`config.mk`:
```
export PLATFORM = sky130hd
export DESIGN_NAME = fb_streamer
export DESIGN_NICKNAME = d
export VERILOG_FILES = /design/src/rtl/fb_streamer_pkg.sv /design/src/rtl/fb_prefetch.sv /design/src/rtl/fb_streamer.sv
export SDC_FILE = /design/constraint.sdc
export NUM_CORES = 1
export LEC_CHECK = 0
export ABC_AREA = 1
export ABC_CLOCK_PERIOD_IN_PS = 6900
export CAP_MARGIN = 20
export CORE_ASPECT_RATIO = 2
export CORE_UTILIZATION = 55
export CTS_CLUSTER_DIAMETER = 60
export DETAILED_ROUTE_END_ITERATION = 6
export DONT_BUFFER_PORTS = 1
export GPL_ROUTABILITY_DRIVEN = 1
export PLACE_DENSITY_LB_ADDON = 0.25
export SLEW_MARGIN = 20
export SYNTH_ARGS = -nofsm -noshare
export SYNTH_HDL_FRONTEND = slang
export SYNTH_SLANG_ARGS = --single-unit
```
`constraint.sdc`:
```
create_clock -name clk_lse -period 6.9 [get_ports clk_lse]
set_clock_uncertainty 0.05 [all_clocks]
set_input_delay 1.38 -clock clk_lse [delete_from_list [all_inputs] [get_ports clk_lse]]
set_output_delay 1.38 -clock clk_lse [all_outputs]
set_load 0.05 [all_outputs]
```
`src/rtl/fb_streamer_pkg.sv`:
```
// Purpose : shared types and constants for the framebuffer slice streamer.
// Latency : n/a (types and constants only).
// Backpressure: n/a.
package fb_streamer_pkg;

  typedef enum logic [1:0] {
    ST_IDLE   = 2'd0,
    ST_PRIME  = 2'd1,
    ST_STREAM = 2'd2,
    ST_DONE   = 2'd3
  } fb_state_t;

  // 8 mux segments x 48 channels x 9 bits of 30-bit driver words
  localparam int unsigned WORDS_PER_SLICE = 3456;
  localparam int unsigned SLICES_PER_TURN = 128;
  localparam int unsigned MUX_SEGMENTS    = 8;

  localparam int unsigned IDX_W   = 12;
  localparam int unsigned RAM_AW  = IDX_W + 1;  // {bank, word index}
  localparam int unsigned DATA_W  = 30;
  localparam int unsigned SLICE_W = 7;

endpackage

```
`src/rtl/fb_prefetch.sv`:
```
// Purpose : next-address mux for the framebuffer RAM plus the read-ahead output word register.
// Latency : RAM data lands in framebuffer_dat one cycle after it is returned (two after ram_addr).
// Backpressure: the word register only loads when the streamer asks; otherwise it holds.
// Ports   : state/restart/rd_bank/idx_nxt steer the address; load/clear steer the word register;
//           ram_addr/ram_rdata face the RAM; framebuffer_dat faces the driver stage.
module fb_prefetch
  import fb_streamer_pkg::*;
#(
  parameter int unsigned WORDS = 3456
) (
  input  logic              clk_lse,
  input  logic              nrst,
  input  fb_state_t         state,
  input  logic              restart,
  input  logic              rd_bank,
  input  logic [IDX_W-1:0]  idx_nxt,
  input  logic              load,
  input  logic              clear,
  input  logic [DATA_W-1:0] ram_rdata,
  output logic [RAM_AW-1:0] ram_addr,
  output logic [DATA_W-1:0] framebuffer_dat
);

  localparam logic [IDX_W-1:0] LAST_IDX = IDX_W'(WORDS - 1);

  logic [IDX_W-1:0] word_sel;
  logic             bank_sel;

  // The RAM returns data one cycle late, so the address is always the word that
  // framebuffer_dat must be able to advance to next cycle: idx_nxt + 1.
  // A restart fetches word 0 of the bank that is about to become current.
  always_comb begin
    word_sel = '0;
    bank_sel = rd_bank;
    if (restart) begin
      bank_sel = ~rd_bank;
    end else if (state == ST_PRIME || state == ST_STREAM) begin
      word_sel = (idx_nxt == LAST_IDX) ? LAST_IDX : idx_nxt + IDX_W'(1);
    end
  end

  assign ram_addr = nrst ? {bank_sel, word_sel} : '0;

  always_ff @(posedge clk_lse or negedge nrst) begin
    if (!nrst) begin
      framebuffer_dat <= '0;
    end else if (clear) begin
      framebuffer_dat <= '0;
    end else if (load) begin
      framebuffer_dat <= ram_rdata;
    end
  end

endmodule

```
`src/rtl/fb_streamer.sv`:
```
// Purpose : streams one slice of framebuffer words per position_sync from the read bank to the drivers.
// Latency : position_sync -> word 0 on framebuffer_dat after 2 cycles; then one word per accepted cycle.
// Backpressure: driver_ready=0 holds the current word; protocol violations set sticky stream_error.
// Ports   : position_sync/driver_ready/column_ready from the driver side; ram_addr/ram_rdata to the
//           framebuffer RAM; framebuffer_dat/rd_bank/slice_idx/stream_error are status and data out.
module fb_streamer #(
  parameter int unsigned WORDS_PER_SLICE = fb_streamer_pkg::WORDS_PER_SLICE,
  parameter int unsigned SLICES_PER_TURN = fb_streamer_pkg::SLICES_PER_TURN
) (
  input  logic        clk_lse,
  input  logic        nrst,
  input  logic        position_sync,
  input  logic        driver_ready,
  input  logic        column_ready,
  output logic [12:0] ram_addr,
  input  logic [29:0] ram_rdata,
  output logic [29:0] framebuffer_dat,
  output logic        rd_bank,
  output logic [6:0]  slice_idx,
  output logic        stream_error
);
  import fb_streamer_pkg::*;

  localparam logic [IDX_W-1:0]   LAST_IDX   = IDX_W'(WORDS_PER_SLICE - 1);
  localparam logic [IDX_W-1:0]   SEG_LAST   = IDX_W'(WORDS_PER_SLICE / MUX_SEGMENTS - 1);
  localparam logic [SLICE_W-1:0] SLICE_LAST = SLICE_W'(SLICES_PER_TURN - 1);

  fb_state_t        state;
  logic [IDX_W-1:0] idx;
  logic [IDX_W-1:0] idx_nxt;
  logic [IDX_W-1:0] seg_word;   // position inside the current mux segment
  logic [2:0]       seg_cnt;
  logic             unused_seg_cnt;
  logic             consume;
  logic             last_word;
  logic             load;
  logic             clear;

  // position_sync outranks a same-cycle driver_ready: that consumption is dropped.
  assign last_word = (idx == LAST_IDX);
  assign consume   = (state == ST_STREAM) && driver_ready && !position_sync;
  assign idx_nxt   = position_sync          ? '0 :
                     (consume && !last_word) ? idx + IDX_W'(1) : idx;
  assign load      = !position_sync && ((state == ST_PRIME) || (consume && !last_word));
  assign clear     = consume && last_word;

  assign unused_seg_cnt = ^seg_cnt;

  fb_prefetch #(
    .WORDS (WORDS_PER_SLICE)
  ) u_prefetch (
    .clk_lse         (clk_lse),
    .nrst            (nrst),
    .state           (state),
    .restart         (position_sync),
    .rd_bank         (rd_bank),
    .idx_nxt         (idx_nxt),
    .load            (load),
    .clear           (clear),
    .ram_rdata       (ram_rdata),
    .ram_addr        (ram_addr),
    .framebuffer_dat (framebuffer_dat)
  );

  always_ff @(posedge clk_lse or negedge nrst) begin
    if (!nrst) begin
      state        <= ST_IDLE;
      idx          <= '0;
      seg_word     <= '0;
      seg_cnt      <= '0;
      rd_bank      <= 1'b0;
      slice_idx    <= SLICE_LAST;
      stream_error <= 1'b0;
    end else begin
      idx <= idx_nxt;
      if (position_sync) begin
        state     <= ST_PRIME;
        rd_bank   <= ~rd_bank;
        slice_idx <= (slice_idx == SLICE_LAST) ? '0 : slice_idx + SLICE_W'(1);
        seg_cnt   <= '0;
        seg_word  <= '0;
        // a slice still in flight is truncated
        if (state == ST_PRIME || state == ST_STREAM) begin
          stream_error <= 1'b1;
        end
      end else begin
        if (column_ready) begin
          seg_cnt <= seg_cnt + 3'd1;
        end
        if (consume) begin
          seg_word <= (seg_word == SEG_LAST) ? '0 : seg_word + IDX_W'(1);
        end
        case (state)
          ST_PRIME: begin
            state <= ST_STREAM;
            if (driver_ready) stream_error <= 1'b1;
          end
          ST_STREAM: begin
            if (consume && last_word) state <= ST_DONE;
            if (column_ready && seg_word != '0) stream_error <= 1'b1;
          end
          ST_DONE: begin
            if (driver_ready) stream_error <= 1'b1;
          end
          default: ;
        endcase
      end
    end
  end

endmodule

```
==> impl_metrics.env, run 1 <==
export IMPL_synthAdderAreaFrac=0.0256
export IMPL_die_area_um2=7480
export IMPL_critPathSlowestCell="a21oi_2"
export IMPL_synthTopCellsByCount="inv_1, nand2_1, nor2_1, dfrtp_1, a31oi_1"
export IMPL_max_stage_delay_ns=0.54
export IMPL_portBuffers=0
export IMPL_synth_mux_area_frac=0
export IMPL_synth_seq_cells=65
export IMPL_root_buffer="clkbuf_16"
export IMPL_cts_hold_buf=0
export IMPL_antenna_found_initial=0
export IMPL_finalHoldViolCount=0
export IMPL_fin_crit_ns=5.52
export IMPL_seqPwrFrac=0.544
export IMPL_start_util=0.568
export IMPL_switching_share=0.463
export IMPL_rows=43
export IMPL_powerDensity_nw_per_um2=404
export IMPL_ios=87
export IMPL_clk_pin_slew_ns=0.05
export IMPL_die_h_um=121
export IMPL_synth_warnings=0
export IMPL_clockPowerShare=0.283
export IMPL_synthTopCellsByArea="dfrtp_1, inv_1, nand2_1"
export IMPL_end_kind="output port"
export IMPL_finalWirelength_um=9220
export IMPL_cts_buffers_inserted=9
export IMPL_drc=0
export IMPL_setup_violations=0
export IMPL_dr_first_iter_drc_count=155
export IMPL_syn_cell_area_um2=3920
export IMPL_power_internal_w=0.000948
export IMPL_setup_tns_ns=0
export IMPL_area_growth_syn_to_layout_pct=11.8
export IMPL_vdd_ir_drop_max_mv=0.308
export IMPL_synth_top_cell_by_area="dfrtp_1"
export IMPL_fin_crit_sh=0.800
export IMPL_crit_type="in2out"
export IMPL_final_nets=576
export IMPL_rsz0062_at_grt="no"
export IMPL_leakage_nw=2.11
export IMPL_synth_cells=527
export IMPL_synth_top_family_by_area="simple AND/OR/NAND/NOR gates"
export IMPL_synth_top_flop_cell="dfrtp_1"
export IMPL_vias_per_cell=5.41
export IMPL_grt_util_all_layers=0.275
export IMPL_dr_pass1_iters=4
export IMPL_status="finished, final reports clean"
export IMPL_clk_path_buf_depth=2
export IMPL_die_x_um=61.7
export IMPL_cts_sinks=65
export IMPL_first_global_vias=3446
export IMPL_core_um2=6890
export IMPL_seq_area_frac_synth=0.418
export IMPL_synthArstFlopShare=1.00
export IMPL_drv_slew=0
export IMPL_netlist_area_leader_share=0.371
export IMPL_drive_above_1_share=0.130
export IMPL_grt_max_degree=67
export IMPL_cp_cell_sequence="nand2_1 -> nor2_2 -> inv_1 -> nor2_4 -> nor2_1 -> nor2_4 -> ha_1 -> inv_1 -> nor2_2 -> nand3_4 -> clkinv_4 -> nand3_4 -> a21oi_2"
export IMPL_yosysMostFrequentCell="inv_1"
export IMPL_cts_tree="yes"
export IMPL_ff2ff_path_depth=9
export IMPL_final_core_util=0.636
export IMPL_dpl_hpwl_um=6840
export IMPL_switchingPower_w=0.000819
export IMPL_synth_compound_area_frac=0.111
export IMPL_cp_arrival_ns=4.09
export IMPL_diodes=0
export IMPL_dr_total_vias=3400
export IMPL_slew_headroom=0.284
export IMPL_overflow=0
export IMPL_critPathMaxFanout=11
export IMPL_synth_xor_xnor_area_share=0.0268
export IMPL_clock_fmax_mhz=181
export IMPL_cts_htree_levels=3
export IMPL_cap_violations=0
export IMPL_critical_path_required_ns=5.47
export IMPL_hold_depth=2
export IMPL_post_cts_resized=0
export IMPL_syn_nets=570
export IMPL_setup_worst_path_start_class="input pin"
export IMPL_hp_class="reg2reg"
export IMPL_grt_pass1_wl_um=15000
export IMPL_worstSkewPairLatency_ns=0.33
export IMPL_synth_edff_count=0
export IMPL_pwr_share_comb=0.173
export IMPL_postCtsSetupRepairBufs=0
export IMPL_wl_per_cell_um=14.7
export IMPL_yosys_area_share_simple=0.288
export IMPL_gp_congestion=0.900
export IMPL_drtAntennaViolNets=0
export IMPL_synth_distinct_cells=38
export IMPL_worstMarginPinSlew_ns=1.08
export IMPL_syn_avg_cell_area_um2=7.43
==> final timing paths <==
path                                                        to  slack (ns)          from
worst max-delay path                               ram_addr[6]        1.38  driver_ready
worst min-delay path                                  state[0]        0.50      state[0]
worst max register to register  u_prefetch.framebuffer_dat[22]        4.40      state[0]
worst min register to register                        state[0]        0.50      state[0]
max in group asynchronous                         slice_idx[6]        5.93          nrst
min in group asynchronous        u_prefetch.framebuffer_dat[3]        0.69          nrst
==> registers in the layout (all words and copies together) (netlist names) <==
name and flops:
idx 12, seg_word 12, state 2, u_prefetch.framebuffer_dat 30, rd_bank 1, slice_idx 7, stream_error 1
==> metal layers <==
| metal | track usage | vias to the layer above | part of all wire |
|---|---|---|---|
| li1 | - | 1661 | - |
| met1 | 0.278 | 1590 | 0.36 |
| met2 | 0.477 | 121 | 0.56 |
| met3 | 0.0778 | 28 | 0.046 |
| met4 | 0.154 | 0 | 0.035 |
| met5 | 0 | - | 0 |
==> layout make-up <==
| cell class | count | area, um2 |
|---|---|---|
| Sequential cell | 65 | 1640 |
| Inverter | 120 | 455 |
| Timing Repair Buffer | 9 | 67.6 |
| Clock buffer | 10 | 239 |
| Multi-Input combinational cell | 328 | 1780 |
| Fill cell | 662 | 2510 |
| Clock inverter | 6 | 90.1 |
| Tap cell | 90 | 113 |
==> worst max-delay path, delay by kind of cell <==
kind,cells,cell delay [ns]
AO/OA/AOI/OAI,1,0.54
AND/OR/NAND/NOR,8,1.60
adder cells (fa/ha/maj),1,0.22
buffers and inverters,3,0.34
==> per-stage QoR <==
stage	setup slack (ns)	instance area, um2	std cells	hold slack [ns]	total power [W]
after floorplan	1.90	3920	527	0.456	0.00120
after detailed placement	1.38	4050	612	0.497	0.00128
after global placement	1.47	4050	612	0.490	0.00126
after CTS	1.38	4380	628	0.510	0.00178
final	1.38	4380	628	0.503	0.00177
after global routing	1.17	4380	628	0.567	0.00186
==> cell families (layout without fill, tap and decap cells) <==
family,count (synthesis),count (layout)
buffers and inverters,134,145
adder cells (fa/ha/maj),8,8
XOR/XNOR,12,12
AO/OA/AOI/OAI,74,74
AND/OR/NAND/NOR,234,234
flip-flops,65,65
==> placed cells by master (no fill, tap or decap), types with 3 or more instances in the layout <==
master	synthesis	final
a21oi_1	15	14
a31oi_1	30	30
buf_4	1	9
clkbuf_16	0	9
dfrtp_1	58	58
dfstp_2	7	7
ha_1	8	8
inv_1	116	116
nand2_1	94	94
nand2_2	8	8
nand3_1	26	26
nand3_2	4	4
nand3_4	3	3
nand4_1	12	12
nor2_1	60	60
nor2_2	6	6
nor2_4	7	7
nor3_1	6	6
o21ai_0	15	15
o22ai_1	7	7
xnor2_1	3	3
xor2_1	9	9
==> power by group through the flow <==
stage,sequential (W),combinational [W],clock (W)
after global placement,0.000970,0.000293,0
after detailed placement,0.000968,0.000309,0
final,0.000962,0.000305,0.000500
after CTS,0.000965,0.000308,0.000509
after global routing,0.000978,0.000359,0.000522
after floorplan,0.000940,0.000260,0
(Power assumes the default switching activity.)
==> inputs of run 2 (changes only) <==
- ABC_CLOCK_PERIOD_IN_PS: 6900 -> 5100
- clock period: 6.9 -> 5.1 ns (I/O delays scaled with it)
==> run 2 against run 1 <==
Against the previous run: combinational power rose by 36%; clock power up 26%; cell count rose by 0.80%; global-route usage is 1.0 points higher; first-iteration DRC count grew 81%; worst setup slack worse by 0.84 ns; count of clock-buffer cells in the layout did not move; critical path depth is 4 higher; sequential power grew 36%; critical path type is now reg2out; largest power group unchanged.
==> impl_metrics.env, run 2 (synthesis gave the netlist of run 1 again) <==
export IMPL_status="finished, final reports clean"
export IMPL_crit_cells=17
export IMPL_slew_headroom=0.315
export IMPL_postCtsSetupRepairBufs=0
export IMPL_cts_tree="yes"
export IMPL_cap_violations=0
export IMPL_placed_cells=617
export IMPL_grt_util_all_layers=0.285
export IMPL_seqPwrFrac=0.556
export IMPL_largest_reg_flops=30
export IMPL_rows=43
export IMPL_final_nets=581
export IMPL_final_common_cell="inv_1"
export IMPL_clk_path_buf_depth=2
export IMPL_dr_total_vias=3428
export IMPL_area_growth_syn_to_layout_pct=12.1
export IMPL_top_register="u_prefetch.framebuffer_dat"
export IMPL_dr_pass1_iters=4
export IMPL_drive_above_1_share=0.138
export IMPL_clk_pin_slew_ns=0.05
export IMPL_vias_per_cell=5.42
export IMPL_cp_cell_sequence="inv_1 -> ha_1 -> nand2_1 -> nor2_2 -> buf_4 -> inv_1 -> nor2_4 -> nor2_1 -> nor2_4 -> ha_1 -> inv_1 -> nor2_2 -> nand3_4 -> clkinv_4 -> nand3_4 -> a21oi_1 -> buf_4"
export IMPL_finalHoldViolCount=0
export IMPL_critical_path_required_ns=4.03
export IMPL_die_x_um=61.7
export IMPL_pwr_share_comb=0.177
export IMPL_critPathMaxFanout=11
export IMPL_finalWirelength_um=9360
export IMPL_worstSkewPairLatency_ns=0.34
export IMPL_drv_slew=0
export IMPL_rr_startpoint="state[0]"
export IMPL_antenna_found_initial=0
export IMPL_cp_arrival_ns=3.49
export IMPL_dr_first_iter_drc_count=280
export IMPL_setup_worst_path_start_class="flip-flop"
export IMPL_cts_sinks=65
export IMPL_leakage_nw=2.13
export IMPL_fin_crit_sh=0.894
export IMPL_ff2ff_path_depth=10
export IMPL_mostFrequentLayoutCells="inv_1, nand2_1, nor2_1"
export IMPL_dpl_hpwl_um=6990
export IMPL_max_stage_delay_ns=0.42
export IMPL_cts_buffers_inserted=9
export IMPL_drc=0
export IMPL_start_util=0.568
export IMPL_worst_r2r_endpoint="u_prefetch.framebuffer_dat[2]"
export IMPL_crit_buf_inv=6
export IMPL_final_cell_count_no_fill=633
export IMPL_setup_tns_ns=0
export IMPL_post_cts_resized=0
export IMPL_switching_share=0.475
export IMPL_drtAntennaViolNets=0
export IMPL_clockPowerShare=0.267
export IMPL_setup_violations=0
export IMPL_startpoint="state[0]"
export IMPL_fin_crit_ns=4.56
export IMPL_die_area_um2=7480
export IMPL_rsz0062_at_grt="no"
export IMPL_grt_max_degree=67
export IMPL_r2r_slack_ns=2.78
export IMPL_ios=87
export IMPL_end_kind="output port"
export IMPL_critPathCapture="ram_addr[4]"
export IMPL_crit_top_cell="inv_1"
export IMPL_diodes=0
export IMPL_hp_class="in2async"
export IMPL_crit_type="reg2out"
export IMPL_overflow=0
export IMPL_powerDensity_nw_per_um2=535
export IMPL_grt_pass1_wl_um=15400
export IMPL_power_internal_w=0.00123
export IMPL_core_um2=6890
export IMPL_first_global_vias=3389
export IMPL_wl_per_cell_um=14.8
export IMPL_portBuffers=0
export IMPL_cp_top_family="simple AND/OR/NAND/NOR gates"
export IMPL_cts_hold_buf=0
export IMPL_cts_htree_levels=3
export IMPL_switchingPower_w=0.00112
export IMPL_die_h_um=121
export IMPL_vdd_ir_drop_max_mv=0.399
export IMPL_root_buffer="clkbuf_16"
export IMPL_reg_top3="u_prefetch.framebuffer_dat (30), idx (12), seg_word (12)"
export IMPL_worstMarginPinSlew_ns=1.03
export IMPL_critPathSlowestCell="dfrtp_1"
export IMPL_gp_congestion=0.942
export IMPL_clock_fmax_mhz=219
[run 2: cell types whose count changed in the layout (fill, tap and decap cells not counted)]
cell / delta
clkinv_2: +1
buf_4: +5
bufinv_16: -1
[run 2: how the worst min path moves through the flow]
| stage | endpoint | slack (ns) | depth (start not counted) |
|---|---|---|---|
| 2_1_floorplan | state[0] | 0.46 | 2 |
| 3_3_place_gp | state[0] | 0.51 | 2 |
| 3_5_place_dp | state[0] | 0.54 | 2 |
| 4_1_cts | u_prefetch.framebuffer_dat[3] | 0.31 | 0 |
| 5_1_grt | u_prefetch.framebuffer_dat[12] | 0.31 | 0 |
| 6_report | idx[9] | 0.33 | 0 |
[run 2: power by group through the flow]
stage / sequential, W / clock (W) / combinational (W)
6_report: 0.00131 / 0.000628 / 0.000416
5_1_grt: 0.00133 / 0.000664 / 0.000487
4_1_cts: 0.00131 / 0.000637 / 0.000417
3_5_place_dp: 0.00131 / 0 / 0.000419
3_3_place_gp: 0.00131 / 0 / 0.000398
2_1_floorplan: 0.00127 / 0 / 0.000352
[run 2: area by class of cell]
class / instances / area (um2)
clock inverters: 6 / 65.1
inverters: 120 / 455
flip-flops and latches: 65 / 1640
multi-input cells: 328 / 1780
repair buffers: 14 / 105
clock buffers: 10 / 239
well taps: 90 / 113
fillers: 644 / 2500
[run 2: per-layer routing]
layer  global-route usage  up-vias  wire length [um]
met1                0.291     1579              3380
met2                0.463      129              5030
li1                     -     1680                 -
met4                0.199        0               481
met5                    0        -                 0
met3               0.0970       40               464
[run 2: per-stage QoR]
stage / total power (W) / util / hold slack (ns) / setup WS (ns) / instance area, um2
3_5_place_dp: 0.00173 / 0.593 / 0.545 / 0.657 / 4090
2_1_floorplan: 0.00162 / - / 0.456 / 0.823 / 3920
4_1_cts: 0.00236 / 0.638 / 0.314 / 0.583 / 4390
3_3_place_gp: 0.00171 / 0.593 / 0.513 / 0.767 / 4090
6_report: 0.00235 / 0.638 / 0.327 / 0.543 / 4390
5_1_grt: 0.00248 / 0.638 / 0.315 / 0.263 / 4390
==> inputs of run 3 (changes only) <==
- RECOVER_POWER: default -> 100
==> run 3 against run 2 <==
Against the previous run: clock power barely moved; first-iteration DRC count fell by 10%; hold slack improved by 0.0031 ns; register-to-register slack barely moved; sequential share of layout area rose by 0.26 points; fmax fell by 2.4%; final area fell by 0.68%; largest power group unchanged.
==> impl_metrics.env, run 3 (synthesis gave the netlist of run 1 again) <==
export IMPL_wl_per_cell_um=14.8
export IMPL_hp_class="in2async"
export IMPL_grt_max_degree=67
export IMPL_mostFrequentLayoutCells="inv_1, nand2_1, nor2_1"
export IMPL_core_um2=6890
export IMPL_fin_crit_sh=0.916
export IMPL_leakage_nw=2.11
export IMPL_cts_hold_buf=0
export IMPL_gp_congestion=0.942
export IMPL_worst_r2r_endpoint="u_prefetch.framebuffer_dat[2]"
export IMPL_postCtsSetupRepairBufs=0
export IMPL_clock_fmax_mhz=214
export IMPL_diodes=0
export IMPL_crit_type="reg2out"
export IMPL_setup_worst_path_start_class="flip-flop"
export IMPL_switchingPower_w=0.00111
export IMPL_cts_tree="yes"
export IMPL_power_internal_w=0.00122
export IMPL_switching_share=0.476
export IMPL_vdd_ir_drop_max_mv=0.396
export IMPL_drtAntennaViolNets=0
export IMPL_seqPwrFrac=0.555
export IMPL_overflow=0
export IMPL_setup_tns_ns=0
export IMPL_reg_top3="u_prefetch.framebuffer_dat (30), idx (12), seg_word (12)"
export IMPL_cp_arrival_ns=3.60
export IMPL_antenna_found_initial=0
export IMPL_critical_path_required_ns=4.03
export IMPL_die_area_um2=7480
export IMPL_finalHoldViolCount=0
export IMPL_powerDensity_nw_per_um2=536
export IMPL_rows=43
export IMPL_drv_slew=0
export IMPL_dr_total_vias=3420
export IMPL_dpl_instance_area_um2=4090
export IMPL_clockPowerShare=0.267
export IMPL_clk_pin_slew_ns=0.05
export IMPL_cts_htree_levels=3
export IMPL_ff2ff_path_depth=8
export IMPL_largest_reg_flops=30
export IMPL_top_register="u_prefetch.framebuffer_dat"
export IMPL_first_global_vias=3389
export IMPL_area_growth_syn_to_layout_pct=11.4
export IMPL_ios=87
export IMPL_final_common_cell="inv_1"
export IMPL_cap_violations=0
export IMPL_pwr_share_comb=0.177
export IMPL_pre_cts_ws_ns=0.657
export IMPL_final_nets=581
export IMPL_end_kind="output port"
export IMPL_fillCellCount=653
export IMPL_dr_first_iter_drc_count=251
export IMPL_worst_slack_ns=0.429
export IMPL_status="finished, final reports clean"
export IMPL_post_cts_resized=0
export IMPL_fin_crit_ns=4.67
export IMPL_grt_util_all_layers=0.285
export IMPL_clk_path_buf_depth=2
export IMPL_die_h_um=121
export IMPL_root_buffer="clkbuf_16"
export IMPL_dpl_hpwl_um=6990
export IMPL_worstSkewPairLatency_ns=0.33
export IMPL_slew_headroom=0.316
export IMPL_cts_buffers_inserted=9
export IMPL_dr_pass1_iters=4
export IMPL_setup_violations=0
export IMPL_worstMarginPinSlew_ns=1.03
export IMPL_rsz0062_at_grt="no"
export IMPL_drive_above_1_share=0.112
export IMPL_cts_sinks=65
export IMPL_rr_startpoint="idx[0]"
export IMPL_critPathMaxFanout=9
export IMPL_fin_area_um2=4360
export IMPL_grt_pass1_wl_um=15400
export IMPL_start_util=0.568
export IMPL_drc=0
export IMPL_portBuffers=0
export IMPL_die_x_um=61.7
export IMPL_vias_per_cell=5.40
export IMPL_r2r_slack_ns=2.77
export IMPL_finalWirelength_um=9350
-- run 3: cell count changes in the layout (fill, tap and decap cells not counted), sizes merged --
cell and delta:
buf -3, clkbuf +3
-- run 3: layout make-up --
| type | count | area [um2] | share of cell area |
|---|---|---|---|
| Clock buffer | 10 | 239 | 0.0548 |
| Clock inverter | 6 | 65.1 | 0.0149 |
| Inverter | 120 | 455 | 0.104 |
| Multi-Input combinational cell | 328 | 1760 | 0.403 |
| Sequential cell | 65 | 1640 | 0.375 |
| Tap cell | 90 | 113 | 0.0258 |
| Timing Repair Buffer | 14 | 95.1 | 0.0218 |
-- run 3: stage by stage --
| stage | power [W] | util | cells | hold slack (ns) |
|---|---|---|---|---|
| 2_1_floorplan | 0.00162 | - | 527 | 0.456 |
| 3_3_place_gp | 0.00171 | 0.593 | 617 | 0.513 |
| 3_5_place_dp | 0.00173 | 0.593 | 617 | 0.545 |
| 4_1_cts | 0.00236 | 0.638 | 633 | 0.314 |
| 5_1_grt | 0.00247 | 0.633 | 633 | 0.315 |
| 6_report | 0.00234 | 0.633 | 633 | 0.330 |
-- run 3: worst max-delay path by stage --
| stage | endpoint | slack, ns | cells after the start | startpoint |
|---|---|---|---|---|
| after global routing | ram_addr[0] | 0.14 | 15 | idx[0] |
| after detailed placement | ram_addr[4] | 0.66 | 15 | driver_ready |
| after global placement | ram_addr[0] | 0.77 | 15 | driver_ready |
| after CTS | ram_addr[4] | 0.58 | 17 | state[0] |
| after floorplan | ram_addr[0] | 0.82 | 13 | driver_ready |
| final | ram_addr[4] | 0.43 | 15 | idx[0] |
-- run 3: metal layers --
metal / vias up / share of wire / track usage
li1: 1681 / - / -
met5: - / 0 / 0
met1: 1575 / 0.36 / 0.291
met3: 35 / 0.051 / 0.0970
met4: 0 / 0.047 / 0.199
met2: 129 / 0.55 / 0.463
-- run 3: power groups by stage --
stage / clock network, W / registers (W) / logic [W]
after floorplan: 0 / 0.00127 / 0.000352
after global placement: 0 / 0.00131 / 0.000398
after detailed placement: 0 / 0.00131 / 0.000419
after CTS: 0.000637 / 0.00131 / 0.000417
after global routing: 0.000664 / 0.00132 / 0.000485
final: 0.000625 / 0.00130 / 0.000414
-- run 3: worst max-delay path, cell delays in order, from the launching register on --
cell and delay (ns):
dfrtp_1 0.49, ha_1 0.34, nand2_1 0.19, nor2_4 0.18, nand3_4 0.14, nand2_1 0.30
o21ai_1 0.15, nor2_4 0.21, ha_1 0.22, inv_1 0.06, nor2_2 0.17, nand3_4 0.16
clkinv_4 0.10, nand3_4 0.14, a21oi_1 0.19, buf_4 0.23
